**config.mk**
```make
export PLATFORM = sky130hd
export DESIGN_NAME = row_scheduler
export DESIGN_NICKNAME = d
export VERILOG_FILES = /design/src/rtl/row_scheduler.sv
export SDC_FILE = /design/constraint.sdc
export NUM_CORES = 1
export LEC_CHECK = 0
export BUFFER_PORTS_ARGS = -buffer_cell sky130_fd_sc_hd__buf_2
export CORE_ASPECT_RATIO = 0.8
export CORE_MARGIN = 5
export CORE_UTILIZATION = 40
export DETAILED_ROUTE_END_ITERATION = 10
export PLACE_DENSITY = 0.68
export SYNTH_ARGS = -nofsm -noshare
export SYNTH_HDL_FRONTEND = slang
export SYNTH_SLANG_ARGS = --single-unit
```
**constraint.sdc**
```tcl
create_clock -name clk -period 5 [get_ports clk]
set_clock_uncertainty 0.2 [all_clocks]
set_input_delay 1.5 -clock clk [delete_from_list [all_inputs] [get_ports clk]]
set_output_delay 1.5 -clock clk [all_outputs]
set_load 0.01 [all_outputs]
```
**src/rtl/row_scheduler.sv**
```systemverilog
// Falling-row sequencer: game FSM, level-dependent scroll prescaler, row advance and recycle.
// Optional build macro SCROLL_ACCEL_EN shortens the tick period as rows keep recycling.
module row_scheduler #(
  parameter int NUM_ROWS    = 4,
  parameter int Y_W         = 10,
  parameter int ROW_SPACING = 94,
  parameter int Y_WRAP      = 376,
  parameter int STEP        = 1,
  parameter int DIV_L1      = 1562500,
  parameter int DIV_L2      = 1041667,
  parameter int DIV_L3      = 781250
) (
  input  logic                      clk,
  input  logic                      reset,
  input  logic                      start,
  input  logic                      stop,
  input  logic [1:0]                level,
  input  logic                      game_over,
  input  logic [4:0]                rand_pattern,
  output logic [1:0]                state,
  output logic                      paused,
  output logic                      scroll_tick,
  output logic [NUM_ROWS*Y_W-1:0]   row_y,
  output logic [NUM_ROWS*5-1:0]     row_pat,
  output logic [NUM_ROWS-1:0]       row_valid,
  output logic                      spawn,
  output logic [1:0]                spawn_idx
);

  localparam int DIV_MAX = (DIV_L1 > DIV_L2) ? ((DIV_L1 > DIV_L3) ? DIV_L1 : DIV_L3)
                                             : ((DIV_L2 > DIV_L3) ? DIV_L2 : DIV_L3);
  localparam int CNT_W   = $clog2(DIV_MAX + 1);

  typedef enum logic [2:0] {
    S_IDLE  = 3'd0,
    S_LOAD  = 3'd1,
    S_RUN   = 3'd2,
    S_PAUSE = 3'd3,
    S_OVER  = 3'd4
  } state_t;

  state_t             state_q, state_d;
  logic               start_q;
  logic [1:0]         level_q;
  logic [CNT_W-1:0]   cnt_q, cnt_d;
  logic [1:0]         load_k_q, load_k_d;
  logic [Y_W-1:0]     y_q   [NUM_ROWS];
  logic [Y_W-1:0]     y_d   [NUM_ROWS];
  logic [4:0]         pat_q [NUM_ROWS];
  logic [4:0]         pat_d [NUM_ROWS];
  logic [NUM_ROWS-1:0] valid_q, valid_d;
  logic               spawn_q, spawn_d;
  logic [1:0]         idx_q, idx_d;

  logic               start_rise;
  logic               level_chg;
  logic               tick;
  logic               adv;
  logic [CNT_W-1:0]   div_base;
  logic [CNT_W-1:0]   div_eff;
  logic [Y_W:0]       sum;

  assign start_rise = start & ~start_q;
  assign level_chg  = (level != level_q);

  always_comb begin
    div_base = CNT_W'(DIV_L1);
    if (level[1])      div_base = CNT_W'(DIV_L3);
    else if (level[0]) div_base = CNT_W'(DIV_L2);
  end

`ifdef SCROLL_ACCEL_EN
  logic [3:0]       rec_cnt_q, rec_cnt_d;
  logic [3:0]       accel_q, accel_d;
  logic [CNT_W-1:0] accel_dec;

  // Each accel step removes div/16 from the period; step saturates at 8, so div_eff never drops below div/2.
  assign accel_dec = CNT_W'(accel_q) * (div_base >> 4);
  assign div_eff   = div_base - accel_dec;

  always_comb begin
    rec_cnt_d = rec_cnt_q;
    accel_d   = accel_q;
    if (level_chg || state_q == S_LOAD) begin
      rec_cnt_d = '0;
      accel_d   = '0;
    end else if (adv && spawn_d) begin
      rec_cnt_d = rec_cnt_q + 4'd1;
      if (rec_cnt_q == 4'd15 && accel_q < 4'd8) accel_d = accel_q + 4'd1;
    end
  end

  always_ff @(posedge clk or negedge reset) begin
    if (!reset) begin
      rec_cnt_q <= '0;
      accel_q   <= '0;
    end else begin
      rec_cnt_q <= rec_cnt_d;
      accel_q   <= accel_d;
    end
  end
`else
  assign div_eff = div_base;
`endif

  // Prescaler runs only in RUN, holds in PAUSE, and restarts on any level change.
  always_comb begin
    cnt_d = cnt_q;
    tick  = 1'b0;
    case (state_q)
      S_RUN: begin
        if (level_chg) begin
          cnt_d = '0;
        end else if (cnt_q >= div_eff - CNT_W'(1)) begin
          tick  = 1'b1;
          cnt_d = '0;
        end else begin
          cnt_d = cnt_q + CNT_W'(1);
        end
      end
      S_PAUSE: if (level_chg) cnt_d = '0;
      default: cnt_d = '0;
    endcase
  end

  // A loss reported in the tick cycle wins: the advance is dropped.
  assign adv = tick & ~game_over;

  always_comb begin
    state_d  = state_q;
    load_k_d = '0;
    case (state_q)
      S_IDLE: if (start_rise) state_d = S_LOAD;
      S_LOAD: begin
        if (load_k_q == 2'(NUM_ROWS - 1)) state_d = S_RUN;
        else                              load_k_d = load_k_q + 2'd1;
      end
      S_RUN: begin
        if (game_over) state_d = S_OVER;
        else if (stop) state_d = S_PAUSE;
      end
      S_PAUSE: begin
        if (game_over)  state_d = S_OVER;
        else if (!stop) state_d = S_RUN;
      end
      S_OVER:  if (start_rise) state_d = S_LOAD;
      default: state_d = S_IDLE;
    endcase
  end

  always_comb begin
    y_d     = y_q;
    pat_d   = pat_q;
    valid_d = valid_q;
    spawn_d = 1'b0;
    idx_d   = '0;
    sum     = '0;
    if (state_q == S_LOAD) begin
      if (load_k_q == 2'd0) valid_d = '0;
      y_d[load_k_q]     = Y_W'(int'(load_k_q) * ROW_SPACING);
      pat_d[load_k_q]   = rand_pattern;
      valid_d[load_k_q] = 1'b1;
      spawn_d           = 1'b1;
      idx_d             = load_k_q;
    end else if (adv) begin
      // Walk downward so the lowest wrapping row is the one reported in spawn_idx.
      for (int i = NUM_ROWS - 1; i >= 0; i--) begin
        if (valid_q[i]) begin
          sum = {1'b0, y_q[i]} + (Y_W+1)'(STEP);
          if (sum >= (Y_W+1)'(Y_WRAP)) begin
            y_d[i]   = '0;
            pat_d[i] = rand_pattern;
            spawn_d  = 1'b1;
            idx_d    = 2'(i);
          end else begin
            y_d[i] = sum[Y_W-1:0];
          end
        end
      end
    end
  end

  always_ff @(posedge clk or negedge reset) begin
    if (!reset) begin
      state_q  <= S_IDLE;
      start_q  <= 1'b0;
      level_q  <= 2'b00;
      cnt_q    <= '0;
      load_k_q <= '0;
      valid_q  <= '0;
      spawn_q  <= 1'b0;
      idx_q    <= '0;
      for (int i = 0; i < NUM_ROWS; i++) begin
        y_q[i]   <= '0;
        pat_q[i] <= '0;
      end
    end else begin
      state_q  <= state_d;
      start_q  <= start;
      level_q  <= level;
      cnt_q    <= cnt_d;
      load_k_q <= load_k_d;
      valid_q  <= valid_d;
      spawn_q  <= spawn_d;
      idx_q    <= idx_d;
      for (int i = 0; i < NUM_ROWS; i++) begin
        y_q[i]   <= y_d[i];
        pat_q[i] <= pat_d[i];
      end
    end
  end

  always_comb begin
    state = 2'b00;
    case (state_q)
      S_LOAD:         state = 2'b01;
      S_RUN, S_PAUSE: state = 2'b10;
      S_OVER:         state = 2'b11;
      default:        state = 2'b00;
    endcase
  end

  assign paused      = (state_q == S_PAUSE);
  assign scroll_tick = tick;
  assign row_valid   = valid_q;
  assign spawn       = spawn_q;
  assign spawn_idx   = idx_q;

  for (genvar g = 0; g < NUM_ROWS; g++) begin : g_pack
    assign row_y[g*Y_W +: Y_W] = y_q[g];
    assign row_pat[g*5 +: 5]   = pat_q[g];
  end

endmodule

```
==> results of run 1 <==
==> state kept, by name (all words and copies together), names as in the netlist, named ones only <==
register   cells
start_q        1
cnt_q         21
spawn          1
row_valid      2
row_y         40
state_q        3
row_pat       20
load_k_q       2
spawn_idx      2
level_q        2
==> power by group <==
| part | switching (mW) | total [mW] | internal [mW] |
|---|---|---|---|
| clock network | 0.315 | 0.735 | 0.419 |
| registers | 0.230 | 1.20 | 0.975 |
| logic | 0.968 | 1.60 | 0.636 |
==> layer usage <==
metal / vias up / track usage [%] / wire (µm) / share of wire [%]
li1: 2598 / - / - / -
met1: 2572 / 27.3 / 7880 / 50
met2: 184 / 25.8 / 6750 / 43
met3: 7 / 5.13 / 1080 / 6.8
met4: 0 / 3.55 / 118 / 0.75
met5: - / 0 / 0 / 0
==> worst max path at each step <==
stage | depth (start not counted) | end | slack, ns
CTS | 10 | scroll_tick | 0.009
finish | 10 | scroll_tick | 0.15
detailed placement | 10 | scroll_tick | 0.02
global route | 10 | scroll_tick | 0.0004
floorplan | 9 | scroll_tick | 0.10
global placement | 10 | scroll_tick | 0.10
==> cell type report <==
cell class / instances / area [µm²] / area share (%)
Inverter: 42 / 158 / 2.24
Clock buffer: 11 / 253 / 3.59
Clock inverter: 5 / 62.6 / 0.889
Timing Repair Buffer: 98 / 533 / 7.58
Sequential cell: 96 / 2400 / 34.1
Tap cell: 189 / 236 / 3.36
Multi-Input combinational cell: 485 / 3390 / 48.2
==> cell families (layout without fill, tap and decap cells) <==
family	count (synthesis)	count (layout)	share of synthesized area, %
other	2	2	0.124
buffers and inverters	68	156	4.68
AND/OR/NAND/NOR	221	221	18.8
AO/OA/AOI/OAI	191	191	23.4
XOR/XNOR	7	7	1.01
adder cells (fa/ha/maj)	24	24	4.97
multiplexers	40	40	7.25
flip-flops	96	96	39.8
==> cell usage in the layout, fill, tap and decap left out, drive strengths merged, types with 13 or more instances in the layout <==
master	n
ha	24
mux2	30
dfrtp	96
a21oi	35
nand2	56
a221oi	13
and3	14
inv	44
nor2	39
and2	17
o21ai	30
buf	98
nand3	28
==> repair_timing <==
action | 4_1_cts | 5_1_grt
setup buffers | 0 | 1
endpoints found under the hold margin | 0 | 0
setup endpoints to repair | 0 | 1
resized for setup | 0 | 5
==> summary.txt, run 1 <==
CTS
  • Worst-skew pair later-pin latency: 0.35 ns
  • Clk sinks: 96
  • CTS tree: done
  • Root buffer cell: clkbuf_16
  • CTS H-tree depth: 3
  • CTS max path bufs: 2
  • Worst-path clk slew: approximately 0.06 ns
  • TritonCTS Buffers: 9
  • Hold Buf Count CTS: 0

Critical path
  • Startpoint types: input pin
  • Worst Path Required: 3.30 ns
  • Setup crit start: level[0]
  • WP buf/inv: 2
  • Crit path DAT: roughly 3.2 ns
  • Crit path max-delay family: simple AND/OR/NAND/NOR gates
  • Critical path class: in -> out
  • Critical path's largest stage delay: 0.27 ns
  • Setup crit end kind: primary output
  • Slowest CP cell: ha_4
  • Reg2reg end: row_pat[10]
  • CP cell instances: buf_2, or2_4, ha_4, nand4_1, nor3_4, nand4_1, a22oi_2, nor2_1, nor2_1, buf_2
  • Worst-path fanout max: 4
  • Cell count of the worst reg-to-reg path: 9
  • Reg-to-reg slack, setup: ~1.6 ns
  • Reg2Reg Launch Point: row_y[20]

Floorplan
  • Die H: between 100 and 150 µm
  • Die area: approximately 0.018 mm²
  • Starting Density: between 40% and 50%
  • Area of the core: 0.0149 mm²
  • Placement row count: 40
  • I/O pin count: 83
  • Die X: between 100 and 150 µm

Power and ir drop
  • Total chip power: between 3 and 4 mW
  • Leakage: 3.04 nW
  • PwrDens: around 500 mW/mm²
  • Max IR drop VDD: between 0.3 and 0.4 mV

Timing
  • WHS: about 0.3 ns
  • Final period util: between 90% and 100%
  • Final hold viol count: 0
  • Slew HR: roughly a third
  • Total negative slack: 0 ns
  • Final worst setup slack: between 0.1 and 0.15 ns
  • Min cycle time layout: 4.85 ns
  • Final slew viol count: 0
  • Fmax: between 200 and 250 MHz
  • Unrepaired setup endpoints after global routing: no
  • Setup-failing EPs final: 0
  • Slew @ Worst Pin: slightly below 1 ns

Placement
  • Hpwl dp: approximately 12 mm
  • RePlAce Congestion: 0.871
  • Dpl ws: around 0.015 ns
  • Placed Cells: ~900
  • Placed instance area: 0.00668 mm²
  • Port Buffers: 82

Synth
  • Mapped cell area: between 0.006 and 0.007 mm²
  • EDFF count, synth: 0
  • Top FF cell, synth: dfrtp_1
  • Register bit total from synthesis: 96
  • Most frequent cells after synthesis: dfrtp_1 (96), nand2_1 (56), inv_1 (42)
  • Cell variety after synth: slightly above 70
  • Synth top area cells: dfrtp_1 (40%), mux2_2 (5.6%), ha_1 (5.0%), nand2_1 (3.5%), a21oi_1 (2.7%)
  • Synthesis warning total: 0
  • Sequential cell area fraction in the yosys report: between 30% and 40%
  • Top cell type's share of synthesized area: 39.8%
  • Mapped Cells: 649
  • Mean Syn Cell Area: slightly above 9 µm²
  • Syn nets: about 690
  • Cell with the most instances after synthesis: dfrtp_1
  • Leading area contributor after synthesis: dfrtp_1
  • Synth async-reset ratio: 100%

Routing
  • Wire per inst: around 17 µm
  • Post-route antenna net violation count: 0
  • Detailed Route Iter0 Violations: roughly 410
  • # DRC: 0
  • WL final: 15.8 mm
  • Via density: 5.79
  • DR vias: roughly 5400
  • DRT Pass-1 Iters: 7

Final layout
  • Fill count: roughly 1400
  • Final instance area: slightly above 0.007 mm²
  • Fin cells: slightly above 900
  • Ant diodes: 0
  • # nets final: between 700 and 800
  • Core Util, Final: about 47%
  • Area Growth Syn to Fin: 16.4%
  • Share of post-route cells with drive strength above 1: approximately 24%

Global routing
  • Gr usage total: around 18%
  • Initial antenna violation count: 0
  • Vias in the first global route: a little under 5000
  • First-pass GRT wire length: roughly 26 mm
  • Largest net degree at the start of global routing: 44
  • GRT Residual Overflow: 0

Min path
  • Hold Crit Start: row_pat[14]
  • Hold Crit Depth: 1
  • Worst hold path type: reg -> reg
  • Hold EP: row_pat[14]

Status
  • Outcome: completed

Job
  • Max-cap violations: 0
(Power assumes the default switching activity.)
==> run 2, diff against run 1 <==
Settings changed: CTS_BUF_LIST set to sky130_fd_sc_hd__clkbuf_8, RECOVER_POWER set to 25.
==> run 2 against run 1 <==
The flow now finishes with violations (capacitance limit, slew limit). Clock-buffer cell count unchanged. Core utilization down 0.74 points. Register-to-register slack improved by 0.02 ns. Combinational power barely moved. Via count up 0.11%. Die area is the same. Largest cell class unchanged. Fmax barely moved. Global-route usage barely moved. Critical path depth is the same. Highest routed layer unchanged.
==> summary.txt, run 2 (synthesis results as in run 1) <==
Status
  • Outcome: finished with violations
  • Failing checks: capacitance limit, slew limit

Final layout
  • Multi-input gate area in the final layout: 0.00339 mm² (unchanged)
  • Fin cells: 926 (unchanged)
  • Max reg flops: 40 (unchanged)
  • Commonest cells after routing, fill and taps aside: dfrtp_1 (96), buf_2 (79), nand2_1 (56)
  • Core Util, Final: 46.4% (-0.74 points)
  • Share of post-route cells with drive strength above 1: 23.6% (-0.41 points)
  • Most common cell after layout, fill and taps aside: dfrtp_1
  • Ant diodes: 0 (unchanged)
  • Fill count: 1433 (+0.77%)
  • Register area: 0.00240 mm² (unchanged)
  • Area Growth Syn to Fin: 14.6%
  • # nets final: 768 (unchanged)

Timing
  • Fmax: 206 MHz (about the same)
  • Final period util: 97.1% (about the same)
  • Slew @ Worst Pin: 2.42 ns (+1.42 ns)
  • Final hold viol count: 0 (unchanged)
  • Slew HR: -61.0% (-95 points)
  • Min cycle time layout: 4.86 ns (+0.00164 ns)
  • Final slew viol count: 44 (+44)
  • Setup-failing EPs final: 0 (unchanged)
  • Unrepaired setup endpoints after global routing: no
  • Total negative slack: 0 ns (unchanged)

Floorplan
  • I/O pin count: 83 (unchanged)
  • Die area: 0.0177 mm² (unchanged)
  • Area of the core: 0.0149 mm² (unchanged)
  • Die H: 120 µm (unchanged)
  • Starting Density: 40.5% (unchanged)
  • Placement row count: 40 (unchanged)
  • Die X: 147 µm (unchanged)

Placement
  • Placed Cells: 909 (unchanged)
  • Port Buffers: 82 (unchanged)
  • RePlAce Congestion: 0.871 (unchanged)
  • Hpwl dp: 11.6 mm (unchanged)

Routing
  • # DRC: 0 (unchanged)
  • Detailed Route Iter0 Violations: 405 (-1.9%)
  • Wire per inst: 17.2 µm (+0.39%)
  • DR vias: 5367 (+0.11%)
  • WL final: 15.9 mm (+0.39%)
  • Via density: 5.80 (+0.11%)
  • Post-route antenna net violation count: 0 (unchanged)
  • DRT Pass-1 Iters: 5 (-2)

CTS
  • Worst-path clk slew: 0.09 ns (+0.03 ns)
  • Hold Buf Count CTS: 0 (unchanged)
  • Clk sinks: 96 (unchanged)
  • CTS tree: done
  • CTS H-tree depth: 3 (unchanged)
  • Worst-skew pair later-pin latency: 0.39 ns (+0.04 ns)
  • CTS max path bufs: 2 (unchanged)
  • Root buffer cell: clkbuf_8
  • TritonCTS Buffers: 9 (unchanged)

Job
  • Max-cap violations: 1 (+1)

Power and ir drop
  • Max IR drop VDD: 0.314 mV (-0.52%)
  • PwrDens: 486 mW/mm² (-3.5%)
  • Leakage: 2.98 nW (-1.9%)

Global routing
  • First-pass GRT wire length: 26.4 mm (+0.34%)
  • Vias in the first global route: 4937 (-0.28%)
  • Gr usage total: 18.1% (+0.048 points)
  • Largest net degree at the start of global routing: 44 (unchanged)
  • GRT Residual Overflow: 0 (unchanged)
  • Initial antenna violation count: 0 (unchanged)

Critical path
  • Reg2Reg Launch Point: row_y[1]
  • Worst Path Required: 3.30 ns (about the same)
  • CP cell instances: buf_2, or2_4, ha_4, nand4_1, nor3_4, nand4_1, a22oi_2, nor2_1, nor2_1, buf_2
  • Critical path's largest stage delay: 0.27 ns (about the same)
  • Worst-path fanout max: 4 (unchanged)
  • Slowest CP cell: ha_4
  • Critical Path Stages: 10 (unchanged)
  • Cell count of the worst reg-to-reg path: 8 (-1)
  • WP buf/inv: 2 (unchanged)
  • Setup crit end kind: primary output
  • Setup crit start: level[0]
  • Crit path max-delay family: simple AND/OR/NAND/NOR gates
  • Startpoint types: input pin
  • Critical path class: in -> out
  • Crit path DAT: 3.16 ns (about the same)

Min path
  • Hold Crit Depth: 1 (unchanged)
  • Hold Crit Start: row_pat[14]
  • Worst hold path type: reg -> reg
[run 2: cell count changes in the layout (fill, tap and decap cells not counted)]
cell and delta:
and2_0 +2, and2_1 -2, clkbuf_2 +1, clkbuf_1 +3, buf_2 -2, clkbuf_16 -9
buf_4 -2, clkbuf_8 +9
[run 2: final cells by class]
type | instances | area share, %
clock buffer | 11 | 2.19
clock inverter | 5 | 0.903
inverter | 42 | 2.28
multi-input combinational | 485 | 49.0
sequential | 96 | 34.7
tap | 189 | 3.41
timing repair buffer | 98 | 7.57
[run 2: where the power goes]
part / switching [mW] / internal (mW)
logic: 0.968 / 0.634
clock network: 0.299 / 0.262
registers: 0.230 / 0.974
[run 2: timing repair]
action,in CTS,in global routing
setup endpoints to repair,0,1
gates resized for setup,0,5
setup buffers,0,1
[run 2: layer usage]
layer | part of all wire [%] | global-route usage, %
met1 | 50 | 27.6
met2 | 42 | 25.8
met3 | 6.6 | 4.30
met4 | 1.0 | 4.48
met5 | 0 | 0
[run 2: metrics by stage]
step                      hold slack (ns)  worst slack (ns)  total power [mW]  area [µm²]
after floorplan                     0.289             0.105              2.26        6040
after global placement              0.287             0.100              2.79        6680
after detailed placement            0.291            0.0153              2.81        6680
after CTS                           0.313           0.00893              3.38        6900
after global routing                0.326          0.000415              3.60        6930
final                               0.309             0.145              3.37        6930
[run 2: worst paths after layout]
path | to | slack (ns)
min reg2reg | row_pat[14] | 0.31
min in group asynchronous | state_q[2] | 1.63
max reg2reg | row_pat[2] | 1.64
min | row_pat[14] | 0.31
max | scroll_tick | 0.14
max in group asynchronous | row_valid[0] | 1.30
